--- src/rtl/alu_pkg.sv ---
`default_nettype none
// ============================================================================
//  Package     : alu_pkg
//  Description : Opcode and sequencer-state encodings shared by the ALU demo
//                sequencer, the ALU and the display driver.
//  Revision    : 1.0  initial release
// ============================================================================
package alu_pkg;

    localparam int OP_W_PKG = 3;

    typedef enum logic [2:0] {
        OP_NONE = 3'd0,
        OP_ADD  = 3'd1,
        OP_AND  = 3'd2,
        OP_OR   = 3'd3,
        OP_SUB  = 3'd4
    } alu_op_t;

    typedef enum logic [1:0] {
        S_A    = 2'd0,
        S_B    = 2'd1,
        S_OP   = 2'd2,
        S_SHOW = 2'd3
    } seq_state_t;

    // Only the four implemented operations may be committed to the ALU.
    function automatic logic is_valid_op(alu_op_t code);
        return (code == OP_ADD) || (code == OP_AND) ||
               (code == OP_OR)  || (code == OP_SUB);
    endfunction

endpackage : alu_pkg
`default_nettype wire

--- src/rtl/btn_edge.sv ---
`default_nettype none
// ============================================================================
//  Module      : btn_edge
//  Description : Two-flop synchroniser for a debounced push button followed
//                by a rising-edge detector. A held button yields one pulse.
//  Revision    : 1.0  initial release
// ============================================================================
module btn_edge (
    input  logic clk,
    input  logic reset,
    input  logic btn,
    output logic pulse
);

    logic r_s1;
    logic r_s2;
    logic r_s3;

    // Synchronise the asynchronous button and keep a delayed copy for edge detection.
    always_ff @(posedge clk) begin
        if (reset) begin
            r_s1 <= 1'b0;
            r_s2 <= 1'b0;
            r_s3 <= 1'b0;
        end else begin
            r_s1 <= btn;
            r_s2 <= r_s1;
            r_s3 <= r_s2;
        end
    end

    assign pulse = r_s2 & ~r_s3;

endmodule : btn_edge
`default_nettype wire

--- src/rtl/alu_input_sequencer.sv ---
`default_nettype none
// ============================================================================
//  Module      : alu_input_sequencer
//  Description : One-button entry controller: latches operand A, operand B and
//                an opcode from the slide switches, pulses exec on a commit
//                and op_err when an unimplemented opcode is offered.
//                Optional macro ALU_SEQ_LIVE_PREVIEW_EN makes a/b follow the
//                switches while their entry phase is active.
//  Revision    : 1.0  initial release
// ============================================================================
module alu_input_sequencer
    import alu_pkg::*;
#(
    parameter int W    = 8,
    parameter int OP_W = OP_W_PKG
) (
    input  logic            clk,
    input  logic            reset,
    input  logic [W-1:0]    sw,
    input  logic            btn_next,
    input  logic            btn_clear,
    output logic [W-1:0]    a,
    output logic [W-1:0]    b,
    output logic [OP_W-1:0] op,
    output logic [1:0]      phase,
    output logic            exec,
    output logic            op_err
);

    logic            w_next_pulse;
    logic            w_clear_pulse;
    alu_op_t         w_op_cand;

    seq_state_t      r_state;
    seq_state_t      w_state_nxt;
    logic [W-1:0]    r_a;
    logic [W-1:0]    w_a_nxt;
    logic [W-1:0]    r_b;
    logic [W-1:0]    w_b_nxt;
    logic [OP_W-1:0] r_op;
    logic [OP_W-1:0] w_op_nxt;
    logic            r_exec;
    logic            w_exec_nxt;
    logic            r_op_err;
    logic            w_op_err_nxt;

    btn_edge u_next_edge (
        .clk   (clk),
        .reset (reset),
        .btn   (btn_next),
        .pulse (w_next_pulse)
    );

    btn_edge u_clear_edge (
        .clk   (clk),
        .reset (reset),
        .btn   (btn_clear),
        .pulse (w_clear_pulse)
    );

    assign w_op_cand = alu_op_t'(sw[OP_W-1:0]);

    // State register plus the operand, opcode and strobe registers it controls.
    always_ff @(posedge clk) begin
        if (reset) begin
            r_state  <= S_A;
            r_a      <= '0;
            r_b      <= '0;
            r_op     <= '0;
            r_exec   <= 1'b0;
            r_op_err <= 1'b0;
        end else begin
            r_state  <= w_state_nxt;
            r_a      <= w_a_nxt;
            r_b      <= w_b_nxt;
            r_op     <= w_op_nxt;
            r_exec   <= w_exec_nxt;
            r_op_err <= w_op_err_nxt;
        end
    end

    // Next-state and next-register values; clear wins over a coincident step.
    always_comb begin
        w_state_nxt  = r_state;
        w_a_nxt      = r_a;
        w_b_nxt      = r_b;
        w_op_nxt     = r_op;
        w_exec_nxt   = 1'b0;
        w_op_err_nxt = 1'b0;

        if (w_clear_pulse) begin
            w_state_nxt = S_A;
            w_a_nxt     = '0;
            w_b_nxt     = '0;
            w_op_nxt    = '0;
        end else begin
`ifdef ALU_SEQ_LIVE_PREVIEW_EN
            // Display follows the switches during operand entry.
            if (r_state == S_A) w_a_nxt = sw;
            if (r_state == S_B) w_b_nxt = sw;
`endif
            if (w_next_pulse) begin
                case (r_state)
                    S_A: begin
                        w_a_nxt     = sw;
                        w_state_nxt = S_B;
                    end
                    S_B: begin
                        w_b_nxt     = sw;
                        w_state_nxt = S_OP;
                    end
                    S_OP: begin
                        if (is_valid_op(w_op_cand)) begin
                            w_op_nxt    = sw[OP_W-1:0];
                            w_state_nxt = S_SHOW;
                            w_exec_nxt  = 1'b1;
                        end else begin
                            w_op_err_nxt = 1'b1;
                        end
                    end
                    default: begin
                        w_state_nxt = S_A;
                    end
                endcase
            end
        end
    end

    assign a      = r_a;
    assign b      = r_b;
    assign op     = r_op;
    assign phase  = r_state;
    assign exec   = r_exec;
    assign op_err = r_op_err;

endmodule : alu_input_sequencer
`default_nettype wire

--- config.mk ---
export PLATFORM = sky130hd
export DESIGN_NAME = alu_input_sequencer
export DESIGN_NICKNAME = d
export VERILOG_FILES = /design/src/rtl/alu_pkg.sv /design/src/rtl/btn_edge.sv /design/src/rtl/alu_input_sequencer.sv
export SDC_FILE = /design/constraint.sdc
export NUM_CORES = 1
export LEC_CHECK = 0
export ABC_AREA = 1
export BUFFER_PORTS_ARGS = -buffer_cell sky130_fd_sc_hd__buf_2
export CORE_UTILIZATION = 48
export CTS_CLUSTER_DIAMETER = 150
export CTS_CLUSTER_SIZE = 25
export DETAILED_ROUTE_END_ITERATION = 10
export GPL_TIMING_DRIVEN = 0
export PLACE_DENSITY = 0.72
export SETUP_SLACK_MARGIN = 0.4
export SLEW_MARGIN = 10
export SYNTH_ARGS = -nofsm -noshare
export SYNTH_HDL_FRONTEND = slang
export SYNTH_HIERARCHICAL = 1
export SYNTH_SLANG_ARGS = --single-unit
--- constraint.sdc ---
create_clock -name clk -period 1.43 [get_ports clk]
set_input_delay 0.143 -clock clk [delete_from_list [all_inputs] [get_ports clk]]
set_output_delay 0.143 -clock clk [all_outputs]
set_load 0.1 [all_outputs]
==> results of run 1 <==
## cells by family after synthesis
logic type               count (synthesis)
AO/OA/AOI/OAI                           27
flip-flops                              29
AND/OR/NAND/NOR                         53
adder cells (fa/ha/maj)                  3
buffers and inverters                   17
## repair_timing
item | 4_1_cts
endpoints found under the setup margin | 46
cloned | 1
pin swaps | 4
setup buffers | 1
resized for setup | 92
## metrics by stage
stage / util / hold WS, ns / cells / setup WS [ns] / area, sq um
3_3_place_gp: 0.654 / 0.345 / 190 / 0.109 / 1320
3_5_place_dp: 0.654 / 0.353 / 190 / 0.0850 / 1320
2_1_floorplan: - / 0.214 / 129 / 0.167 / 1120
4_1_cts: 0.844 / 0.0146 / 200 / 0.326 / 1710
## synth_stat cells (all sizes together)
cell and instances:
inv 15, o21bai 1, nor2 35, nand3 3, nand2 14, a21oi 9, nor3 1, dfxtp 29
buf 2, o21ai 17, ha 3
==> results.py, run 1 <==
metrics = {
    "synth": {
        "synth_top_family_by_area": "simple AND/OR/NAND/NOR gates",
        "synth_area_sq_mm": 0.00105,
        "ys_warn_count": 6,
        "synthSimpleGateAreaFrac": 0.215,
        "netlist_instances": 129,
        "synth_compound_area_frac": 0.130,
        "synth.yosys.seq_area_share": 0.550,
        "synthXorXnorAreaFrac": 0,
        "yosysTopAreaCell": "dfxtp_1",
        "ys_seq_elements": 29,
        "syn_avg_cell_area_sq_um": 8.18,
        "synth.distinct_cells": 17,
        "synth_mux_area_frac": 0,
        "synth_area_leaders": "dfxtp_1 (55%), nor2_1 (12%), o21ai_0 (7.6%)",
        "synthesis.nets": 144,
        "synthAdderAreaFrac": 0.0356,
        "synth_top_area_share": 0.550,
    },
    "floorplan": {
        "ioPinCount": 35,
        "initial_core_util": 0.522,
        "fp.dieW_um": 48.9,
        "row_count": 16,
        "die_h_um": 48.9,
    },
    "cts": {
        "cts-hold-fix-buffers": 0,
        "htree_levels": 2,
        "clock-root-buffer": "clkbuf_4",
        "cts.sinks": 29,
        "cts_buffers": 5,
        "clockBufferDepth": 2,
    },
    "sta": {
        "worstEpCategory": "sequential cell input",
        "crit_endpoint": "a[0]$_SDFFE_PP0P_/D",
    },
    "run_status": {
        "error_line": "[ERROR DPL-0038] Utilization greater than 100%, impossible to legalize",
        "haltStage": "global routing (5_1_grt)",
        "status": "aborted with a tool error",
    },
    "placed_design": {
        "io_buffers": 34,
        "gp_congestion": 0.747,
        "dp_hpwl_um": 1580,
    },
    "global_routing": {
        "grt_max_degree": 11,
    },
}
==> run 2: changes to the inputs <==
CORE_AREA = 2 2 63 65   (was not set)
CORE_UTILIZATION = not set   (was 48)
CTS_CLUSTER_DIAMETER = not set   (was 150)
CTS_CLUSTER_SIZE = not set   (was 25)
DIE_AREA = 0 0 65 67   (was not set)
PLACE_DENSITY = not set   (was 0.72)
PLACE_DENSITY_LB_ADDON = 0.15   (was not set)
SETUP_SLACK_MARGIN = not set   (was 0.4)
==> run 2 against run 1 <==
  * The run now ends clean
  * Synthesized cell count stayed put
  * Area after synthesis is the same
==> results.py, run 2 <==
metrics = {
    "cts": {
        "clock-root-buffer": "clkbuf_8",
        "clockBufferDepth": 2,
        "cts-hold-fix-buffers": 0,
        "cts.clk_slew.worst_paths_ns": 0.06,
        "htree_levels": 2,
        "postCtsSetupBuffers": 0,
        "cts_buffers": 5,
        "cts_tree": "done",
        "insertion_delay_ns": 0.28,
        "postCtsResizedCells": 0,
        "cts.sinks": 29,
    },
    "routing": {
        "post_drt_wl_per_cell_um": 10.1,
        "vias_per_cell": 4.26,
        "wl_um": 2220,
        "route.detailed.drc": 0,
        "ant_nets": 0,
        "first_iter_violations": 46,
        "firstDrtPassIters": 4,
        "vias": 934,
    },
    "synth": {
        "synthesis.nets": 144,
        "synth-main-ff-cell": "dfxtp_1",
        "ys_warn_count": 6,
        "synth_area_leaders": "dfxtp_1 (55%), nor2_1 (12%), o21ai_0 (7.6%)",
        "ys_top_cells_by_count": "nor2_1 (34), dfxtp_1 (29), o21ai_0 (16)",
        "synth.distinct_cells": 17,
        "synth_edf_count": 0,
        "ys_async_sr_fraction": 0,
        "synth_most_common_cell": "nor2_1",
        "netlist_instances": 129,
        "synth_top_area_share": 0.550,
        "synth.yosys.seq_area_share": 0.550,
        "yosysTopAreaCell": "dfxtp_1",
        "ys_seq_elements": 29,
        "syn_avg_cell_area_sq_um": 8.18,
        "synth_area_sq_mm": 0.00105,
    },
    "floorplan": {
        "initial_core_util": 0.293,
        "die_h_um": 67,
        "die-area_sq_mm": 0.00436,
        "row_count": 22,
        "fp.dieW_um": 65,
        "ioPinCount": 35,
        "core_area_sq_mm": 0.00361,
    },
    "sta": {
        "tightestPinTransition_ns": 0.489,
        "slew_viol_final": 0,
        "fmax_mhz": 791,
        "setup_ws_ns": 0.166,
        "rsz0062_at_grt": "false",
        "max-slew-margin-rel": 0.676,
        "clock_skew_ns": 0.00281,
        "finalHoldViolCount": 0,
        "finalCritPeriodShare": 0.884,
        "min_period_ns": 1.26,
        "setup_tns_ns": 0,
        "setup_viol": 0,
    },
    "setup_path": {
        "worst-setup-path-type": "flip-flop to flip-flop",
        "required_ns": 1.59,
        "critPathCaptureType": "flip-flop",
        "critPathTopFamily": "flip-flops",
        "cp.arrival_ns": 1.43,
        "critPathBufInv": 3,
        "cp_slowest_cell": "dfxtp_4",
        "crit_chain": "inv_1 -> ha_1 -> nand2_2 -> inv_2 -> buf_6 -> o21ai_0 -> a21oi_1",
        "critPathLaunchType": "flip-flop",
        "cp_max_fo": 10,
        "crit_path_max_incr_delay_ns": 0.35,
    },
    "global_routing": {
        "grt_pass1_wl_um": 3710,
        "grt_pass1_vias": 886,
        "antenna_found_initial": 0,
        "track_usage": 0.116,
        "grt-ovfl-total": 0,
        "grt_max_degree": 11,
    },
    "pwr": {
        "power_density_mw_per_mm2": 1220,
        "leakage_nw": 0.656,
        "p_total_mw": 1.68,
        "vdd_ir_drop_max_v": 0.000547,
    },
    "placed_design": {
        "place_area_sq_mm": 0.00129,
        "io_buffers": 34,
        "dp_slack_ns": 0.0880,
        "dp_hpwl_um": 1620,
        "gp_congestion": 0.715,
    },
    "layout": {
        "n_antenna_cell": 0,
        "drive_gt1_frac": 0.310,
        "stdcell_area_sq_mm": 0.00138,
        "most-common-layout-cells": "buf_2 (35), nor2_1 (33), dfxtp_1 (27)",
        "final_common_cell": "buf_2",
        "area_delta_synth_final_pct": 30.4,
        "nets": 185,
    },
    "run_status": {
        "status": "finished, final reports clean",
    },
    "job": {
        "cap_violations": 0,
    },
    "hold_path": {
        "hold_path.class": "input port to flip-flop",
    },
}
## run 2: final cells by class
class,instances,area [sq um]
Inverter,15,56.3
Sequential cell,29,588
Timing Repair Buffer,34,170
Clock buffer,8,80.1
Fill cell,399,2230
Buffer,2,16.3
Multi-Input combinational cell,83,404
Tap cell,48,60.1
## run 2: worst reg2reg max path, cell delays in order (launching register included)
cell and delay [ns]:
dfxtp_4 0.35, inv_1 0.06, ha_1 0.20, nand2_2 0.13, inv_2 0.06, buf_6 0.14, o21ai_0 0.17, a21oi_1 0.05
## run 2: per-stage QoR
stage	util	cells	hold WS [ns]
floorplan	-	129	0.214
finish	0.381	219	0.0686
global route	0.381	219	0.0683
detailed placement	0.358	211	0.353
global placement	0.358	211	0.342
CTS	0.381	219	0.0641
## run 2: per-layer routing
metal | track usage | up-vias | routed length, um
met3 | 0.0574 | 5 | 161
met1 | 0.118 | 411 | 972
met5 | 0 | - | 0
li1 | - | 488 | -
met4 | 0.0638 | 0 | 53
met2 | 0.196 | 30 | 1030
## run 2: final timing paths
check	end	cells past startpoint	start	slack, ns
worst max-delay path	a[1]	7	phase[0]	0.17
worst min register to register	u_clear_edge/r_s2	2	u_clear_edge/r_s1	0.40
worst max register to register	a[1]	7	phase[0]	0.17
worst min-delay path	u_next_edge/r_s1	3	btn_next	0.07
## run 2: cell families after synthesis
family / synth area share
compound gates: 0.130
fa+ha+maj: 0.0356
simple gates: 0.215
flops: 0.550
buf+inv: 0.0688
## run 2: where the power goes
part | total (mW) | internal (mW) | switching [mW]
logic | 0.217 | 0.0473 | 0.170
registers | 0.836 | 0.827 | 0.00900
clock network | 0.624 | 0.344 | 0.280
total | 1.68 | 1.22 | 0.458
Note: power is estimated with default switching activity, not from simulation.
==> run 3: changes to the inputs <==
BUFFER_PORTS_ARGS = not set   (was -buffer_cell sky130_fd_sc_hd__buf_2)
DONT_BUFFER_PORTS = 1   (was not set)
HOLD_SLACK_MARGIN = 0.08   (was not set)
==> run 3 against run 2 <==
  * Sequential cell count unchanged
  * Critical endpoint is now b[2]
  * Combinational power decreased by 49%
  * Register-to-register slack got worse by 0.12 ns
  * Non-clock buffer count decreased by 21
  * Global-route usage increased by 0.35 points
  * Critical path depth decreased by 7
==> results.py, run 3 (same netlist as run 2, synthesis figures left out) <==
metrics = {
    "routing": {
        "first_iter_violations": 26,
        "route.detailed.drc": 0,
        "firstDrtPassIters": 4,
        "vias": 846,
        "vias_per_cell": 4.27,
        "post_drt_wl_per_cell_um": 11.5,
        "ant_nets": 0,
        "wl_um": 2280,
    },
    "layout": {
        "stdcell_count": 198,
        "most-common-layout-cells": "nor2_1 (34), dfxtp_1 (25), o21ai_0 (14)",
        "area_delta_synth_final_pct": 28.1,
        "nets": 164,
        "drive_gt1_frac": 0.180,
        "post-route-util": 0.375,
        "num-fill-cells": 377,
        "final_common_cell": "nor2_1",
        "n_antenna_cell": 0,
        "seqCellArea_sq_um": 591,
        "multi_input_area_sq_um": 420,
    },
    "pwr": {
        "power_density_mw_per_mm2": 1240,
        "vdd_ir_drop_max_v": 0.000465,
        "leakage_nw": 0.544,
    },
    "placed_design": {
        "dp_hpwl_um": 1600,
        "dp_slack_ns": -0.100,
        "gp_congestion": 0.647,
        "dp.cells": 177,
        "io_buffers": 0,
    },
    "cts": {
        "cts_buffers": 5,
        "insertion_delay_ns": 0.27,
        "clockBufferDepth": 2,
        "cts.sinks": 29,
        "cts.clk_slew.worst_paths_ns": 0.06,
        "cts_tree": "done",
        "clock-root-buffer": "clkbuf_8",
        "htree_levels": 2,
    },
    "floorplan": {
        "row_count": 22,
        "initial_core_util": 0.293,
        "fp.dieW_um": 65,
        "die_h_um": 67,
        "core_area_sq_mm": 0.00361,
        "ioPinCount": 35,
        "die-area_sq_mm": 0.00436,
    },
    "job": {
        "cap_violations": 0,
    },
    "setup_path": {
        "critPathLaunchType": "flip-flop",
        "cp_num_cells": 0,
        "critPathCaptureType": "output port",
        "r2r-end": "b[0]",
        "worst-setup-path-type": "flip-flop to output port",
        "required_ns": 1.29,
        "cp.arrival_ns": 1.25,
        "worstSetupEndpoint": "b[2]",
        "r2r_slack_ns": 0.05,
        "crit-reg2reg-launch": "b[0]",
        "cp_max_fo": 2,
        "startpoint": "b[2]",
        "r2r_cells": 2,
    },
    "sta": {
        "holdWs_ns": 0.131,
        "max-slew-margin-rel": 0.343,
        "finalCritPeriodShare": 0.971,
        "tightestPinTransition_ns": 0.984,
        "setup_viol": 0,
        "finalHoldViolCount": 0,
        "min_period_ns": 1.39,
        "fmax_mhz": 720,
        "clock_skew_ns": 0.00512,
        "setup_ws_ns": 0.0419,
        "slew_viol_final": 0,
    },
    "hold_path": {
        "min_path_cells": 3,
        "hold_path.class": "input port to flip-flop",
    },
    "global_routing": {
        "track_usage": 0.120,
        "grt_pass1_wl_um": 3760,
        "grt_max_degree": 11,
        "antenna_found_initial": 0,
        "grt_pass1_vias": 837,
        "grt-ovfl-total": 0,
    },
    "run_status": {
        "status": "finished, final reports clean",
    },
}
run 3: cell types whose count changed in the layout (fill, tap and decap cells not counted), sizes merged:
cell | previous run | this run
buf | 36 | 4
dlygate4sd3 | 0 | 11
run 3: layout make-up:
| type | instances | share of cell area |
|---|---|---|
| flip-flops and latches | 29 | 0.437 |
| multi-input cells | 83 | 0.311 |
| repair buffers | 13 | 0.0926 |
| clock buffers | 8 | 0.0593 |
| well taps | 48 | 0.0444 |
| inverters | 15 | 0.0435 |
| plain buffers | 2 | 0.0120 |
run 3: worst reg2reg max path: stages (launching register included):
cell and delay [ns]:
dfxtp_1 0.95, o21ai_0 0.21, a21oi_1 0.15
run 3: worst min path at each step:
stage | from | endpoint | slack [ns]
2_1_floorplan | reset | u_clear_edge/r_s1 | 0.21
3_3_place_gp | reset | u_clear_edge/r_s1 | 0.22
3_5_place_dp | reset | u_next_edge/r_s1 | 0.22
4_1_cts | sw[2] | op_err | 0.12
5_1_grt | sw[2] | op_err | 0.14
6_report | sw[2] | op_err | 0.13
run 3: per-stage QoR:
step	setup TNS [ns]	cell area (sq um)	power [mW]
3_3_place_gp	-0.277	1120	1.04
6_report	0	1350	1.68
5_1_grt	-0.00465	1350	1.77
4_1_cts	0	1330	1.71
2_1_floorplan	0	1060	1.02
3_5_place_dp	-0.357	1120	1.04
run 3: timing repair:
action | 4_1_cts | 5_1_grt
hold endpoints to repair | 25 | 0
pin swaps | 0 | 1
cloned | 0 | 0
hold buffers | 11 | 0
buffers inserted | 2 | 0
endpoints found under the setup margin | 11 | 12
gates resized for setup | 1 | 10
run 3: per-layer routing:
| metal | vias to the layer above | routed length (um) | GRT usage |
|---|---|---|---|
| met5 | - | 0 | 0 |
| met4 | 0 | 35 | 0.0957 |
| met3 | 4 | 184 | 0.0541 |
| met2 | 23 | 1140 | 0.200 |
| met1 | 375 | 918 | 0.114 |
| li1 | 444 | - | - |
run 3: report_power, final:
group / internal, mW / leakage, nW / switching (mW) / total, mW
Combinational: 0.0504 / 0.266 / 0.0605 / 0.111
Clock: 0.344 / 0.0395 / 0.280 / 0.625
Sequential: 0.827 / 0.238 / 0.117 / 0.944
==> run 4: changes to the inputs <==
CTS_BUF_LIST = sky130_fd_sc_hd__clkbuf_8   (was not set)
GPL_ROUTABILITY_DRIVEN = 0   (was not set)
PLACE_DENSITY_LB_ADDON = not set   (was 0.15)
==> run 4 against run 3 <==
  * Utilization shrank 0.17 points
  * Worst hold slack lost 0.048 ns
  * Final cell count shrank 0.51%
  * Fmax shrank 0.60%
  * Clock power shrank 4.8%
  * Critical path depth is the same
  * Die area is the same
  * Sequential share of layout area grew 0.11 points
  * Sequential cell count is the same
==> results.py, run 4 (same netlist as run 2, synthesis figures left out) <==
metrics = {
    "routing": {
        "ant_nets": 0,
        "vias": 879,
        "vias_per_cell": 4.46,
        "wl_um": 2430,
        "first_iter_violations": 24,
        "firstDrtPassIters": 4,
        "route.detailed.drc": 0,
        "post_drt_wl_per_cell_um": 12.3,
    },
    "floorplan": {
        "die_h_um": 67,
        "initial_core_util": 0.293,
        "die-area_sq_mm": 0.00436,
        "ioPinCount": 35,
        "fp.dieW_um": 65,
        "core_area_sq_mm": 0.00361,
        "row_count": 22,
    },
    "pwr": {
        "p_comb_frac": 0.070,
        "vdd_ir_drop_max_v": 0.000339,
        "p_sw_mw": 0.454,
        "pwr-share-clk": 0.360,
        "intPower_mw": 1.20,
        "switching_share": 0.275,
        "p_total_mw": 1.66,
        "leakage_nw": 0.552,
        "seqPwrFrac": 0.571,
        "power_density_mw_per_mm2": 1230,
    },
    "cts": {
        "clock-root-buffer": "clkbuf_8",
        "htree_levels": 2,
        "clockBufferDepth": 2,
        "cts_buffers": 5,
        "cts.clk_slew.worst_paths_ns": 0.06,
        "cts.sinks": 29,
        "cts_tree": "done",
        "insertion_delay_ns": 0.27,
    },
    "setup_path": {
        "r2r_slack_ns": 0.07,
        "cp.arrival_ns": 1.25,
        "critPathCaptureType": "output port",
        "worst-setup-path-type": "flip-flop to output port",
        "cp_max_fo": 2,
        "r2r_cells": 7,
        "cp_num_cells": 0,
        "critPathLaunchType": "flip-flop",
        "required_ns": 1.29,
    },
    "sta": {
        "setup_tns_ns": 0,
        "setup_viol": 0,
        "min_period_ns": 1.40,
        "fmax_mhz": 716,
        "tightestPinTransition_ns": 0.997,
        "slew_viol_final": 0,
        "setup_ws_ns": 0.0336,
        "finalCritPeriodShare": 0.977,
        "finalHoldViolCount": 0,
        "rsz0062_at_grt": "false",
        "clock_skew_ns": 0.00325,
        "max-slew-margin-rel": 0.334,
    },
    "layout": {
        "drive_gt1_frac": 0.195,
        "nets": 163,
        "most-common-layout-cells": "nor2_1 (32), dfxtp_1 (26), inv_1 (12), o21ai_0 (12), dlygate4sd3_1 (11)",
        "final_common_cell": "nor2_1",
        "n_antenna_cell": 0,
        "area_delta_synth_final_pct": 27.5,
    },
    "hold_path": {
        "min_path_cells": 2,
        "hold_path.class": "input port to flip-flop",
    },
    "global_routing": {
        "grt_pass1_vias": 891,
        "grt_max_degree": 11,
        "track_usage": 0.123,
        "grt-ovfl-total": 0,
        "grt_pass1_wl_um": 3870,
        "antenna_found_initial": 0,
    },
    "placed_design": {
        "io_buffers": 0,
        "dp_hpwl_um": 1800,
        "dp_slack_ns": -0.0963,
    },
    "run_status": {
        "status": "finished, final reports clean",
    },
    "job": {
        "cap_violations": 0,
    },
}
[run 4: per-layer routing]
| layer | share of wire | GRT usage |
|---|---|---|
| met1 | 0.36 | 0.114 |
| met2 | 0.49 | 0.214 |
| met3 | 0.12 | 0.0709 |
| met4 | 0.022 | 0.0638 |
| met5 | 0 | 0 |
[run 4: power by group through the flow]
| stage | Clock, mW | Combinational [mW] | Sequential [mW] |
|---|---|---|---|
| after detailed placement | 0 | 0.0793 | 0.961 |
| after floorplan | 0 | 0.0634 | 0.957 |
| after global placement | 0 | 0.0731 | 0.960 |
| final | 0.595 | 0.115 | 0.944 |
| after global routing | 0.658 | 0.131 | 0.946 |
| after CTS | 0.616 | 0.112 | 0.944 |
[run 4: metrics by stage]
| stage | instance area, sq um | utilization | instances | hold WS [ns] |
|---|---|---|---|---|
| detailed placement | 1120 | 0.311 | 177 | 0.217 |
| global placement | 1120 | 0.311 | 177 | 0.215 |
| CTS | 1320 | 0.366 | 197 | 0.0894 |
| global route | 1350 | 0.373 | 197 | 0.0830 |
| floorplan | 1060 | - | 129 | 0.214 |
| finish | 1350 | 0.373 | 197 | 0.0827 |
[run 4: repair_timing]
| item | 4_1_cts | 5_1_grt |
|---|---|---|
| gates resized for setup | 2 | 13 |
| hold buffers | 11 | 0 |
| endpoints found under the hold margin | 23 | 0 |
| gates cloned | 0 | 0 |
| buffers inserted | 1 | 0 |
| setup endpoints to repair | 11 | 10 |
| pin swaps | 0 | 1 |
[run 4: cell type report]
type                    count  area, sq um
fillers                   368         2260
clock buffers               5         68.8
flip-flops and latches     29          589
repair buffers             12          118
plain buffers               2         16.3
multi-input cells          83          423
clock inverters             3         11.3
well taps                  48         60.1
inverters                  15         58.8
[run 4: final timing paths]
path,start,end
setup / recovery,a[5],a[5]
hold / removal,sw[5],a[5]
setup reg to reg,phase[0],a[0]
hold reg to reg,u_clear_edge/r_s1,u_clear_edge/r_s2
